## src/rtl/boot_loader_arb_pkg.sv

```systemverilog
// Shared constants and FSM state encoding for the serial boot loader / arbiter.
package boot_loader_arb_pkg;

    localparam int ADDR_W = 9;

    localparam logic [7:0] CMD_LOAD = 8'h4C;
    localparam logic [7:0] CMD_DUMP = 8'h44;
    localparam logic [7:0] CMD_RUN  = 8'h52;
    localparam logic [7:0] RSP_OK   = 8'h4B;
    localparam logic [7:0] RSP_ERR  = 8'h3F;
    localparam logic [7:0] RSP_HALT = 8'h48;

    typedef enum logic [3:0] {
        IDLE      = 4'd0,
        ARG_HI    = 4'd1,
        ARG_LO    = 4'd2,
        ARG_LEN   = 4'd3,
        LOAD      = 4'd4,
        DUMP_RD   = 4'd5,
        DUMP_W1   = 4'd6,
        DUMP_CAP  = 4'd7,
        REPLY     = 4'd8,
        REPLY_GAP = 4'd9,
        START     = 4'd10,
        RUN       = 4'd11
    } state_t;

endpackage

```

## src/rtl/boot_loader_arb_res_mux.sv

```systemverilog
// Combinational ownership mux: RAM and UART go to the CPU while running, else to the loader.
module res_mux #(
    parameter int ADDR_W = 9
) (
    input  logic              running,
    input  logic [ADDR_W-1:0] ld_raddr,
    input  logic [ADDR_W-1:0] ld_waddr,
    input  logic [7:0]        ld_dwrite,
    input  logic              ld_we,
    input  logic [7:0]        ld_tx_byte,
    input  logic              ld_transmit,
    input  logic [ADDR_W-1:0] cpu_raddr,
    input  logic [ADDR_W-1:0] cpu_waddr,
    input  logic [7:0]        cpu_dwrite,
    input  logic              cpu_we,
    input  logic [7:0]        cpu_tx_byte,
    input  logic              cpu_transmit,
    input  logic              tx_busy,
    input  logic              rx_received,
    output logic [ADDR_W-1:0] ram_raddr,
    output logic [ADDR_W-1:0] ram_waddr,
    output logic [7:0]        ram_dwrite,
    output logic              ram_we,
    output logic [7:0]        tx_byte,
    output logic              transmit,
    output logic              cpu_tx_busy,
    output logic              cpu_received
);

    always_comb begin
        ram_raddr    = running ? cpu_raddr    : ld_raddr;
        ram_waddr    = running ? cpu_waddr    : ld_waddr;
        ram_dwrite   = running ? cpu_dwrite   : ld_dwrite;
        ram_we       = running ? cpu_we       : ld_we;
        tx_byte      = running ? cpu_tx_byte  : ld_tx_byte;
        transmit     = running ? cpu_transmit : ld_transmit;
        // The CPU sees a permanently busy UART and no received bytes while the monitor owns it.
        cpu_tx_busy  = running ? tx_busy      : 1'b1;
        cpu_received = running ? rx_received  : 1'b0;
    end

endmodule

```

## src/rtl/boot_loader_arb.sv

```systemverilog
// Byte-command boot monitor (load / dump / run) that owns RAM and UART until the CPU is started.
//
// state     | meaning
// ----------+----------------------------------------------------------
// IDLE      | waiting for a command byte
// ARG_HI    | waiting for address high byte (only bit 0 used)
// ARG_LO    | waiting for address low byte
// ARG_LEN   | waiting for length byte (0 = 256)
// LOAD      | each received byte is written to RAM
// DUMP_RD   | present RAM read address
// DUMP_W1   | RAM read latency cycle
// DUMP_CAP  | capture RAM read data into reply byte
// REPLY     | wait for UART idle, then send reply byte
// REPLY_GAP | one cycle before tx_busy is trusted again
// START     | hand RAM/UART to CPU and pulse cpu_start
// RUN       | CPU owns resources until cpu_halted
module boot_loader_arb
    import boot_loader_arb_pkg::*;
#(
    parameter int          ADDR_W  = boot_loader_arb_pkg::ADDR_W,
    parameter logic [23:0] TIMEOUT = 24'd12_000_000
) (
    input  logic              clk,
    input  logic              rst,
    input  logic              rx_received,
    input  logic [7:0]        rx_byte,
    input  logic              tx_busy,
    output logic [7:0]        tx_byte,
    output logic              transmit,
    input  logic [7:0]        ram_dread,
    output logic [ADDR_W-1:0] ram_raddr,
    output logic [ADDR_W-1:0] ram_waddr,
    output logic [7:0]        ram_dwrite,
    output logic              ram_we,
    input  logic [ADDR_W-1:0] cpu_raddr,
    input  logic [ADDR_W-1:0] cpu_waddr,
    input  logic [7:0]        cpu_dwrite,
    input  logic              cpu_we,
    input  logic [7:0]        cpu_tx_byte,
    input  logic              cpu_transmit,
    input  logic              cpu_halted,
    output logic              cpu_start,
    output logic [ADDR_W-1:0] cpu_startaddr,
    output logic              cpu_tx_busy,
    output logic              cpu_received,
    output logic              running
);

    state_t            state, state_nxt;
    logic [ADDR_W-1:0] addr, addr_nxt;
    logic [8:0]        count, count_nxt;
    logic              hi_bit, hi_nxt;
    logic [7:0]        cmd, cmd_nxt;
    logic [7:0]        reply, reply_nxt;
    logic              dump_mode, dump_nxt;
    logic [23:0]       timer, timer_nxt;
    logic [ADDR_W-1:0] ld_raddr, raddr_nxt;
    logic [ADDR_W-1:0] ld_waddr, waddr_nxt;
    logic [7:0]        ld_dwrite, dwrite_nxt;
    logic              ld_we, we_nxt;
    logic [7:0]        ld_tx_byte, txb_nxt;
    logic              ld_transmit, txs_nxt;
    logic              running_nxt;
    logic              start_nxt;
    logic [ADDR_W-1:0] saddr_nxt;
    logic [ADDR_W-1:0] rx_addr;

    assign rx_addr = ADDR_W'({hi_bit, rx_byte});

    always_ff @(posedge clk or negedge rst) begin
        if (!rst) begin
            state         <= IDLE;
            addr          <= '0;
            count         <= '0;
            hi_bit        <= 1'b0;
            cmd           <= '0;
            reply         <= '0;
            dump_mode     <= 1'b0;
            timer         <= '0;
            ld_raddr      <= '0;
            ld_waddr      <= '0;
            ld_dwrite     <= '0;
            ld_we         <= 1'b0;
            ld_tx_byte    <= '0;
            ld_transmit   <= 1'b0;
            running       <= 1'b0;
            cpu_start     <= 1'b0;
            cpu_startaddr <= '0;
        end else begin
            state         <= state_nxt;
            addr          <= addr_nxt;
            count         <= count_nxt;
            hi_bit        <= hi_nxt;
            cmd           <= cmd_nxt;
            reply         <= reply_nxt;
            dump_mode     <= dump_nxt;
            timer         <= timer_nxt;
            ld_raddr      <= raddr_nxt;
            ld_waddr      <= waddr_nxt;
            ld_dwrite     <= dwrite_nxt;
            ld_we         <= we_nxt;
            ld_tx_byte    <= txb_nxt;
            ld_transmit   <= txs_nxt;
            running       <= running_nxt;
            cpu_start     <= start_nxt;
            cpu_startaddr <= saddr_nxt;
        end
    end

    always_comb begin
        state_nxt   = state;
        addr_nxt    = addr;
        count_nxt   = count;
        hi_nxt      = hi_bit;
        cmd_nxt     = cmd;
        reply_nxt   = reply;
        dump_nxt    = dump_mode;
        timer_nxt   = timer;
        raddr_nxt   = ld_raddr;
        waddr_nxt   = ld_waddr;
        dwrite_nxt  = ld_dwrite;
        we_nxt      = 1'b0;
        txb_nxt     = ld_tx_byte;
        txs_nxt     = 1'b0;
        running_nxt = running;
        start_nxt   = 1'b0;
        saddr_nxt   = cpu_startaddr;

        // Inter-byte watchdog: down-counter reloaded on every received byte.
        if ((state == ARG_HI || state == ARG_LO || state == ARG_LEN || state == LOAD)
                && !rx_received) begin
            if (timer == 24'd0) begin
                state_nxt = REPLY;
                reply_nxt = RSP_ERR;
                dump_nxt  = 1'b0;
            end else begin
                timer_nxt = timer - 24'd1;
            end
        end

        case (state)
            IDLE: begin
                if (rx_received) begin
                    if (rx_byte == CMD_LOAD || rx_byte == CMD_DUMP || rx_byte == CMD_RUN) begin
                        cmd_nxt   = rx_byte;
                        timer_nxt = TIMEOUT - 24'd1;
                        state_nxt = ARG_HI;
                    end else begin
                        reply_nxt = RSP_ERR;
                        dump_nxt  = 1'b0;
                        state_nxt = REPLY;
                    end
                end
            end
            ARG_HI: begin
                if (rx_received) begin
                    hi_nxt    = rx_byte[0];
                    timer_nxt = TIMEOUT - 24'd1;
                    state_nxt = ARG_LO;
                end
            end
            ARG_LO: begin
                if (rx_received) begin
                    addr_nxt = rx_addr;
                    if (cmd == CMD_RUN) begin
                        saddr_nxt = rx_addr;
                        state_nxt = START;
                    end else begin
                        timer_nxt = TIMEOUT - 24'd1;
                        state_nxt = ARG_LEN;
                    end
                end
            end
            ARG_LEN: begin
                if (rx_received) begin
                    count_nxt = (rx_byte == 8'd0) ? 9'd256 : {1'b0, rx_byte};
                    timer_nxt = TIMEOUT - 24'd1;
                    state_nxt = (cmd == CMD_LOAD) ? LOAD : DUMP_RD;
                end
            end
            LOAD: begin
                if (rx_received) begin
                    waddr_nxt  = addr;
                    dwrite_nxt = rx_byte;
                    we_nxt     = 1'b1;
                    addr_nxt   = addr + ADDR_W'(1);
                    count_nxt  = count - 9'd1;
                    timer_nxt  = TIMEOUT - 24'd1;
                    if (count == 9'd1) begin
                        reply_nxt = RSP_OK;
                        dump_nxt  = 1'b0;
                        state_nxt = REPLY;
                    end
                end
            end
            DUMP_RD: begin
                raddr_nxt = addr;
                dump_nxt  = 1'b1;
                state_nxt = DUMP_W1;
            end
            DUMP_W1: state_nxt = DUMP_CAP;
            DUMP_CAP: begin
                reply_nxt = ram_dread;
                addr_nxt  = addr + ADDR_W'(1);
                count_nxt = count - 9'd1;
                state_nxt = REPLY;
            end
            REPLY: begin
                if (!tx_busy) begin
                    txb_nxt   = reply;
                    txs_nxt   = 1'b1;
                    state_nxt = REPLY_GAP;
                end
            end
            REPLY_GAP: begin
                if (dump_mode && count != 9'd0) begin
                    state_nxt = DUMP_RD;
                end else begin
                    dump_nxt  = 1'b0;
                    state_nxt = IDLE;
                end
            end
            START: begin
                running_nxt = 1'b1;
                start_nxt   = 1'b1;
                state_nxt   = RUN;
            end
            RUN: begin
                if (cpu_halted) begin
                    running_nxt = 1'b0;
                    reply_nxt   = RSP_HALT;
                    dump_nxt    = 1'b0;
                    state_nxt   = REPLY;
                end
            end
            default: state_nxt = IDLE;
        endcase
    end

    res_mux #(.ADDR_W(ADDR_W)) u_res_mux (
        .running      (running),
        .ld_raddr     (ld_raddr),
        .ld_waddr     (ld_waddr),
        .ld_dwrite    (ld_dwrite),
        .ld_we        (ld_we),
        .ld_tx_byte   (ld_tx_byte),
        .ld_transmit  (ld_transmit),
        .cpu_raddr    (cpu_raddr),
        .cpu_waddr    (cpu_waddr),
        .cpu_dwrite   (cpu_dwrite),
        .cpu_we       (cpu_we),
        .cpu_tx_byte  (cpu_tx_byte),
        .cpu_transmit (cpu_transmit),
        .tx_busy      (tx_busy),
        .rx_received  (rx_received),
        .ram_raddr    (ram_raddr),
        .ram_waddr    (ram_waddr),
        .ram_dwrite   (ram_dwrite),
        .ram_we       (ram_we),
        .tx_byte      (tx_byte),
        .transmit     (transmit),
        .cpu_tx_busy  (cpu_tx_busy),
        .cpu_received (cpu_received)
    );

endmodule
```

## config.mk

```make
export PLATFORM = sky130hd
export DESIGN_NAME = boot_loader_arb
export DESIGN_NICKNAME = d
export VERILOG_FILES = /design/src/rtl/boot_loader_arb_pkg.sv /design/src/rtl/boot_loader_arb_res_mux.sv /design/src/rtl/boot_loader_arb.sv
export SDC_FILE = /design/constraint.sdc
export NUM_CORES = 1
export LEC_CHECK = 0
export CAP_MARGIN = 20
export CELL_PAD_IN_SITES_DETAIL_PLACEMENT = 2
export CELL_PAD_IN_SITES_GLOBAL_PLACEMENT = 2
export CORE_MARGIN = 2
export CORE_UTILIZATION = 31
export CTS_BUF_LIST = sky130_fd_sc_hd__clkbuf_8
export CTS_CLUSTER_DIAMETER = 50
export DETAILED_ROUTE_END_ITERATION = 10
export PLACE_DENSITY_LB_ADDON = 0.15
export SKIP_LAST_GASP = 1
export SLEW_MARGIN = 40
export SYNTH_ARGS = -nofsm -noshare
export SYNTH_HDL_FRONTEND = slang
export SYNTH_SLANG_ARGS = --single-unit
```

## constraint.sdc

```tcl
create_clock -name clk -period 6.9 [get_ports clk]
set_input_delay 0.69 -clock clk [delete_from_list [all_inputs] [get_ports clk]]
set_output_delay 0.69 -clock clk [all_outputs]
set_load 0.02 [all_outputs]
```

==> results.json, run 1 <==
{
  "status": "finished, final reports clean",
  "antenna_left": 0,
  "cts_buffers": 9,
  "fin_setup_tns_ps": 0,
  "cts_resized": 0,
  "die_area_sq_um": 20100,
  "synth.ff_latch_count": 111,
  "coreArea_sq_um": 18640,
  "cts_setup_buffers": 0,
  "first_iter_violations": 186,
  "synth_top_family_by_area": "simple AND/OR/NAND/NOR gates",
  "grt_overflow_total": 0,
  "synth_warnings": 0,
  "drtPass1Iterations": 4,
  "via_per_inst": 5.443,
  "grt_first_pass_wirelength_mm": 29.53,
  "synth_cell_types": 57,
  "fin_crit_sh_pct": 43.57,
  "drc_errors": 0,
  "cts_tree": "yes",
  "yosysSeqAreaShare_pct": 47.20,
  "cts-root-buf": "clkbuf_8",
  "post_synth_fa_ha_maj_area_fraction_pct": 1.063,
  "io_buffers": 105,
  "cpPeakStageDelay_ps": 740,
  "dp_hpwl_mm": 12.90,
  "fmax_mhz": 332.6,
  "antenna_found_initial": 1,
  "htreeDepth": 3,
  "clk_path_buf_depth": 2,
  "path_cells": "clkdlybuf4s50_1, nor4bb_1, o211ai_1, or2_2, and3_1, o311ai_0",
  "leakage_nw": 2.805,
  "track_usage_pct": 18.69,
  "required_ps": 7120,
  "grt_pass1_vias": 5414,
  "cts_hold_buf": 0,
  "synthMuxAreaShare_pct": 16.24,
  "arrival_ps": 3230,
  "synth_enable_flop_cells": 0,
  "synth_ff_type": "dfrtp_1",
  "synth_nets": 631,
  "hold_class": "primary input to async pin",
  "synth_xor_area_share_pct": 0.4465,
  "insertion_delay_ps": 400,
  "period_needed_ps": 3007,
  "syn_inst": 569,
  "ir_drop_mv": 0.1584,
  "post-route-util_pct": 39.34,
  "start_kind": "primary input",
  "ys_async_sr_fraction_pct": 100.0,
  "ios": 106,
  "syn_area_per_cell_sq_um": 10.34,
  "synth-simple-area-share_pct": 18.29,
  "clock_skew_ps": 11.11,
  "rsz0062_at_grt": "false",
  "slowest_stage": "clkdlybuf4s50_1",
  "cts.sinks": 111,
  "grt_max_degree": 60,
  "path_max_fanout": 17,
  "r2r_slack_ps": 4130,
  "initial_utilization_pct": 31.56,
  "synth_compound_area_share_pct": 14.14,
  "dp_cells": 879,
  "wirelength_mm": 17.82,
  "power_density_nw_per_um2": 333.3,
  "die_w_um": 141.8,
  "hold_viol_final": 0,
  "drive_gt1_share_pct": 19.36,
  "die_h_um": 141.8,
  "setup_viol": 0,
  "report.final.slew_viol_count": 0,
  "vias": 4877,
  "gp_congestion": 0.7954,
  "num_rows": 50,
  "clk_pin_slew_ps": 110,
  "finalNonFillerCells": 896,
  "worst_pin_slew_ps": 784.6,
  "slew_headroom_pct": 47.41,
  "maxCapViolCount": 0,
  "final_nets": 718,
  "crit_type": "primary input to register",
  "areaGrowthSynthToFinish_pct": 24.64,
  "endpoint_kind": "register",
  "routedWlPerCell_um": 19.89,
  "synth_area_sq_um": 5884
}
[layer usage]
layer  GRT usage (%)  routed length (um)
met5               0                   0
met4           4.684                 272
met3           3.172                 367
met2           34.01                9403
met1           22.98                7778
[worst max-delay path, delay by kind of cell]
family,cells,cell delay [ps]
AO/OA/AOI/OAI,2,730
buffers and inverters,1,740
AND/OR/NAND/NOR,3,1060
[per-stage QoR]
step | power [mW] | hold WS [ps] | setup WS [ps] | area (sq um)
detailed placement | 2.094 | 466.7 | 3441 | 7142
floorplan | 1.683 | 394.4 | 4594 | 5884
global route | 2.638 | 362.6 | 3675 | 7332
finish | 2.445 | 324.5 | 3893 | 7335
global placement | 2.043 | 446.7 | 3505 | 7126
CTS | 2.487 | 331.8 | 3858 | 7322
[state kept, by name, indices dropped and copies added (netlist names)]
register,count
hi_bit,1
dump_mode,1
reply,8
ld_transmit,1
timer,24
ld_raddr,9
cpu_startaddr,9
cpu_start,1
ld_we,1
ld_tx_byte,8
running,1
count,9
cmd,8
addr,9
ld_dwrite,8
ld_waddr,9
state,4
[cell usage after synthesis, drive strengths merged (6+ instances only)]
| cell | number | area (sq um) |
|---|---|---|
| or3 | 16 | 101.4 |
| inv | 8 | 30.03 |
| o31ai | 8 | 60.06 |
| nand2b | 6 | 37.54 |
| nand2 | 40 | 150.1 |
| or4 | 12 | 98.84 |
| o211ai | 8 | 60.06 |
| nand4 | 6 | 37.54 |
| nor3 | 12 | 65.06 |
| o21ai | 33 | 165.2 |
| mux2 | 84 | 945.9 |
| nor3b | 6 | 45.04 |
| nor2 | 33 | 123.9 |
| a21oi | 34 | 170.2 |
| dfrtp | 111 | 2778 |
| nor2b | 7 | 43.79 |
| nand3 | 23 | 115.1 |
| or2 | 8 | 50.05 |
| and2 | 7 | 43.79 |
| o41ai | 6 | 52.55 |
| clkbuf | 25 | 93.84 |
| buf | 7 | 30.02 |
[cell usage in the layout (no fill, tap or decap), types with 5 or more instances in the layout]
cell type        instances
or3_1                   15
o211ai_1                 8
o31ai_1                  8
nor3_1                  10
nand2_1                 39
o41ai_1                  6
nor2b_1                  7
and2_1                   7
ha_1                     5
or2_2                    8
nand4_1                  6
clkbuf_8                 9
o21ai_0                 32
nor2_1                  32
nand2b_1                 6
dfrtp_1                110
a21oi_1                 33
mux2_2                  84
inv_1                    8
or4_1                    9
clkdlybuf4s50_1        104
a31oi_1                  5
nor3b_1                  6
nand3_1                 23
[worst paths after layout]
path | from | end | cells after the start
worst max-delay path | rx_byte[3] | timer[5]$_DFF_PN0_ | 6
worst min-delay path | rst | count[1]$_DFFE_PN0P_ | 1
worst max register to register | cmd[0]$_DFFE_PN0P_ | timer[5]$_DFF_PN0_ | 5
worst min register to register | cmd[0]$_DFFE_PN0P_ | cmd[0]$_DFFE_PN0P_ | 1
max in group asynchronous | rst | running$_DFFE_PN0P_ | 2
min in group clk | cmd[0]$_DFFE_PN0P_ | cmd[0]$_DFFE_PN0P_ | 1
[area by class of cell]
type                       count  area [sq um]
timing repair buffer         108          1075
fill                        2012         11310
multi-input combinational    418          2973
inverter                       8         30.03
antenna                        1         2.502
sequential                   111          2781
clock inverter                 7         56.30
tap                          234         292.8
clock buffer                   9         123.9
[cell families after synthesis]
family                     after synthesis
adders and majority gates                5
xor gates and xnor gates                 3
muxes                                   85
buffers and inverters                   40
and+or+nand+nor                        196
AOI/OAI and AO/OA                      129
DFF                                    111
[power breakdown]
group | switching [mW] | internal (mW)
registers | 0.238 | 0.841
clock network | 0.243 | 0.136
logic | 0.490 | 0.496
No activity file was read; power rests on OpenSTA's default activity.
==> run 2, diff against run 1 <==
- clock period: 6.9 -> 2.97 ns (I/O delays scaled with it)
==> run 2 against run 1 <==
  * Non-clock buffer count rose by 27
  * Power grew to 2.5 times the previous value
  * Final area grew 3.9%
  * Count of clock-buffer cells in the layout is the same
  * Worst hold slack gained 130 ps
  * Register-to-register slack lost 3600 ps
  * Wire length is 4.2% higher
  * Critical path type is now register to register
  * Highest routed layer unchanged
  * Combinational power grew to 2.6 times the previous value
==> results.json, run 2 (synthesis gave the netlist of run 1 again) <==
{
  "status": "finished, final reports clean",
  "r2r_slack_ps": 510,
  "antenna_left": 0,
  "ios": 106,
  "slew_headroom_pct": 51.96,
  "cpPeakStageDelay_ps": 590,
  "dp_hpwl_mm": 13.72,
  "insertion_delay_ps": 400,
  "diodes": 0,
  "power_density_nw_per_um2": 803.7,
  "post-route-util_pct": 40.88,
  "setup.worst_path.start": "timer[6]$_DFF_PN0_",
  "largest_reg_flops": 24,
  "num_rows": 50,
  "htreeDepth": 3,
  "via_per_inst": 5.466,
  "drive_gt1_share_pct": 21.51,
  "share_comb_of_total_power_pct": 41.8,
  "cts-root-buf": "clkbuf_8",
  "fin_setup_tns_ps": 0,
  "hold_class": "primary input to async pin",
  "largest_register": "timer",
  "die_h_um": 141.8,
  "p_int_mw": 3.848,
  "grt_first_pass_wirelength_mm": 30.27,
  "setup_viol": 0,
  "clk_path_buf_depth": 2,
  "arrival_ps": 2790,
  "clk_pin_slew_ps": 110,
  "r2r-start": "timer[6]$_DFF_PN0_",
  "start_kind": "register",
  "areaGrowthSynthToFinish_pct": 29.51,
  "routedWlPerCell_um": 20.14,
  "first_iter_violations": 150,
  "die_area_sq_um": 20100,
  "grt_max_degree": 44,
  "path_max_fanout": 8,
  "p_sw_mw": 2.277,
  "ir_drop_mv": 0.2810,
  "wirelength_mm": 18.57,
  "initial_utilization_pct": 31.56,
  "maxCapViolCount": 0,
  "die_w_um": 141.8,
  "final_common_cell": "dfrtp_1",
  "cts.sinks": 111,
  "io_buffers": 105,
  "layout_common_cells": "dfrtp_1, clkdlybuf4s50_1, mux2_2",
  "cts_setup_buffers": 0,
  "worst_pin_slew_ps": 720.7,
  "coreArea_sq_um": 18640,
  "track_usage_pct": 19.13,
  "cts_tree": "yes",
  "clock_skew_ps": 18.83,
  "sw_frac_of_total_pct": 37.18,
  "drc_errors": 0,
  "fin_crit_sh_pct": 82.98,
  "grt_overflow_total": 0,
  "vias": 5040,
  "required_ps": 3290,
  "p_seq_share_pct": 38.6,
  "drtPass1Iterations": 4,
  "hold_viol_final": 0,
  "gp_congestion": 0.8307,
  "nFillCells": 1975,
  "slowest_stage": "or4_4",
  "clockPowerShare_pct": 19.6,
  "crit_type": "register to register",
  "fmax_mhz": 405.8,
  "rsz0062_at_grt": "false",
  "final_nets": 745,
  "leakage_nw": 2.989,
  "path_cells": "or4_4, or4_4, or3_1, or3_1, a21oi_1",
  "grt_pass1_vias": 5587,
  "report.final.slew_viol_count": 0,
  "antenna_found_initial": 0,
  "period_needed_ps": 2464,
  "endpoint_kind": "register",
  "cts_buffers": 9
}
run 2: per-stage QoR:
step                setup WS, ps  instance area, sq um  hold WS, ps  total power, mW  instances
global placement           415.7                  7346        348.0            4.858        905
floorplan                  681.2                  5884        1.409            3.909        569
detailed placement         294.4                  7346        358.0            4.977        905
global route               322.7                  7621        493.7            6.544        922
finish                     505.6                  7621        456.5            6.125        922
CTS                        482.9                  7621        473.7            6.217        922
run 2: power by group through the flow:
stage | Sequential (mW) | Clock (mW) | Combinational, mW
finish | 2.36 | 1.20 | 2.56
global route | 2.44 | 1.29 | 2.81
CTS | 2.37 | 1.24 | 2.60
detailed placement | 2.40 | 0 | 2.57
global placement | 2.38 | 0 | 2.48
floorplan | 2.20 | 0 | 1.71
run 2: final timing paths:
kind	cells after the start	end
min reg2reg	1	cmd[6]$_DFFE_PN0P_
max	5	timer[13]$_DFF_PN0_
max reg2reg	5	timer[13]$_DFF_PN0_
max in group asynchronous	3	reply[7]$_DFF_PN0_
min in group clk	3	reply[1]$_DFF_PN0_
min	2	timer[20]$_DFF_PN0_
run 2: critical path, delay by kind of cell, from the launching register on:
family / cells / cell delay, ps
compound gates: 1 / 140
flops: 1 / 460
simple gates: 4 / 1790
run 2: layout make-up:
type | count | area, sq um | share of cell area (%)
clock buffer | 9 | 123.9 | 1.625
tap | 234 | 292.8 | 3.842
inverter | 8 | 30.03 | 0.3940
clock inverter | 7 | 141.4 | 1.855
sequential | 111 | 2779 | 36.46
timing repair buffer | 135 | 1301 | 17.07
multi-input combinational | 418 | 2953 | 38.75
run 2: per-layer routing:
layer / global-route usage, % / vias up / wire [um]
li1: - / 2333 / -
met1: 23.16 / 2624 / 7787
met2: 34.93 / 67 / 10050
met3: 3.814 / 16 / 493
met4: 4.526 / 0 / 239
met5: 0 / - / 0
run 2: what timing repair did:
item / 4_1_cts / 5_1_grt
hold endpoints to repair: 40 / 0
hold buffers: 1 / 0
endpoints found under the setup margin: 0 / 0
gates resized for setup: 0 / 0
==> run 3, diff against run 2 <==
- clock period: 2.97 -> 2.16 ns (I/O delays scaled with it)
==> run 3 against run 2 <==
  * The flow now finishes with violations (negative setup slack)
  * Clock skew fell by 0.88 ps
  * Wire length increased by 13%
  * Count of clock-buffer cells in the layout unchanged
  * Fmax up 7.8%
  * Combinational power grew 60%
  * Register-to-register slack worse by 630 ps
  * First-iteration DRC count up 32%
  * Flip-flop and latch count is the same
  * Utilization increased by 4.0 points
  * Critical path type unchanged
  * Largest cell class unchanged
==> results.json, run 3 (synthesis gave the netlist of run 1 again) <==
{
  "report.final.slew_viol_count": 0,
  "track_usage_pct": 21.21,
  "initial_utilization_pct": 31.56,
  "via_per_inst": 5.418,
  "cpPeakStageDelay_ps": 530,
  "die_w_um": 141.8,
  "p_total_mw": 8.569,
  "r2r_end": "timer[13]$_DFF_PN0_",
  "routedWlPerCell_um": 21.12,
  "gp_congestion": 0.8444,
  "slowest_stage": "or4_4",
  "r2r-start": "timer[7]$_DFF_PN0_",
  "layout_setup_ws_ps": -125.7,
  "final_common_cell": "dfrtp_1",
  "diodes": 0,
  "clk_pin_slew_ps": 110,
  "clock_skew_ps": 17.95,
  "hold_viol_final": 0,
  "crit_type": "register to register",
  "largest_register": "timer",
  "die_area_sq_um": 20100,
  "arrival_ps": 2630,
  "areaGrowthSynthToFinish_pct": 42.12,
  "r2r_slack_ps": -130,
  "io_buffers": 105,
  "setup_viol": 2,
  "power_density_nw_per_um2": 1025,
  "htreeDepth": 3,
  "final_nets": 814,
  "path_cells": "or4_4, or4_4, or3_4, or3_4, a21oi_2",
  "drtPass1Iterations": 4,
  "grt_overflow_total": 0,
  "die_h_um": 141.8,
  "drc_errors": 0,
  "first_iter_violations": 198,
  "slew_headroom_pct": 62.87,
  "antenna_left": 0,
  "clk_path_buf_depth": 2,
  "cts_tree": "yes",
  "hold_slack_ps": 314.9,
  "path_max_fanout": 3,
  "dp_hpwl_mm": 15.03,
  "status": "finished with violations",
  "hold_class": "primary input to async pin",
  "cts-root-buf": "clkbuf_8",
  "layout_common_cells": "dfrtp_1, buf_4, mux2_2",
  "start_kind": "register",
  "violations": "negative setup slack",
  "num_rows": 50,
  "fin_crit_sh_pct": 105.8,
  "period_needed_ps": 2286,
  "antenna_found_initial": 0,
  "coreArea_sq_um": 18640,
  "fmax_mhz": 437.5,
  "grt_first_pass_wirelength_mm": 33.19,
  "cts_buffers": 9,
  "leakage_nw": 3.479,
  "ios": 106,
  "worstRegToRegCells": 5,
  "finalNonFillerCells": 991,
  "endpoint_kind": "register",
  "largest_reg_flops": 24,
  "wirelength_mm": 20.93,
  "required_ps": 2500,
  "place_ws_ps": -337.5,
  "grt_pass1_vias": 6058,
  "dp_cells": 964,
  "cts.sinks": 111,
  "ir_drop_mv": 0.4284,
  "vias": 5369,
  "worst_pin_slew_ps": 557.0,
  "rsz0062_at_grt": "true",
  "grt_max_degree": 41,
  "insertion_delay_ps": 410,
  "drive_gt1_share_pct": 33.82,
  "maxCapViolCount": 0
}
-- run 3: cell types whose count changed in the layout (fill, tap and decap cells not counted), sizes merged --
cell           previous run  this run
and3                      2         3
bufinv                    4         0
buf                      30        97
clkinv                    0         3
clkdlybuf4s50           104        76
clkinvlp                  0         1
dlygate4sd2               0        16
bufbuf                    0         1
dlymetal6s2s              0        12
-- run 3: repair_timing --
action	4_1_cts	5_1_grt
hold endpoints to repair	32	0
hold buffers	1	0
gates resized for setup	29	54
setup buffers	1	7
endpoints found under the setup margin	70	64
gates cloned	2	0
pin swaps	7	3
-- run 3: where the power goes --
group	total, mW	internal (mW)	switching [mW]
Clock	1.25	0.435	0.814
Combinational	4.09	2.04	2.04
Sequential	3.23	2.69	0.545
Total	8.57	5.17	3.40
-- run 3: critical path, delay by kind of cell, from the launching register on --
kind | cells | cell delay (ps)
AND/OR/NAND/NOR | 4 | 1680
flip-flops | 1 | 430
AO/OA/AOI/OAI | 1 | 130
-- run 3: cell type report --
| type | count | area (sq um) |
|---|---|---|
| fill | 2003 | 10280 |
| tap | 234 | 292.8 |
| clock inverter | 7 | 55.05 |
| sequential | 111 | 2783 |
| inverter | 8 | 30.03 |
| timing repair buffer | 203 | 1899 |
| multi-input combinational | 419 | 3179 |
| clock buffer | 9 | 123.9 |
-- run 3: worst max path at each step --
stage / start / to / slack (ps) / cells after the start
floorplan: timer[7]$_DFF_PN0_ / timer[13]$_DFF_PN0_ / -30 / 5
global placement: cmd[0]$_DFFE_PN0P_ / timer[18]$_DFF_PN0_ / -270 / 6
detailed placement: cmd[0]$_DFFE_PN0P_ / timer[18]$_DFF_PN0_ / -340 / 6
CTS: timer[9]$_DFF_PN0_ / timer[13]$_DFF_PN0_ / -120 / 5
global route: timer[9]$_DFF_PN0_ / timer[13]$_DFF_PN0_ / -170 / 5
finish: timer[7]$_DFF_PN0_ / timer[13]$_DFF_PN0_ / -130 / 5
-- run 3: routing by layer --
| metal | track usage (%) | vias up | share of wire (%) |
|---|---|---|---|
| met3 | 3.004 | 23 | 2.4 |
| met4 | 5.895 | 0 | 1.8 |
| met1 | 24.83 | 2795 | 41 |
| met2 | 40.24 | 70 | 55 |
| li1 | - | 2481 | - |
| met5 | 0 | - | 0 |
-- run 3: through the flow --
stage | cell area, sq um | util, % | setup TNS (ps)
2_1_floorplan | 5893 | - | -28.46
3_3_place_gp | 7826 | 41.98 | -6130
3_5_place_dp | 7826 | 41.98 | -8842
4_1_cts | 8098 | 43.44 | -550.4
5_1_grt | 8363 | 44.86 | -1108
6_report | 8363 | 44.86 | -168.2
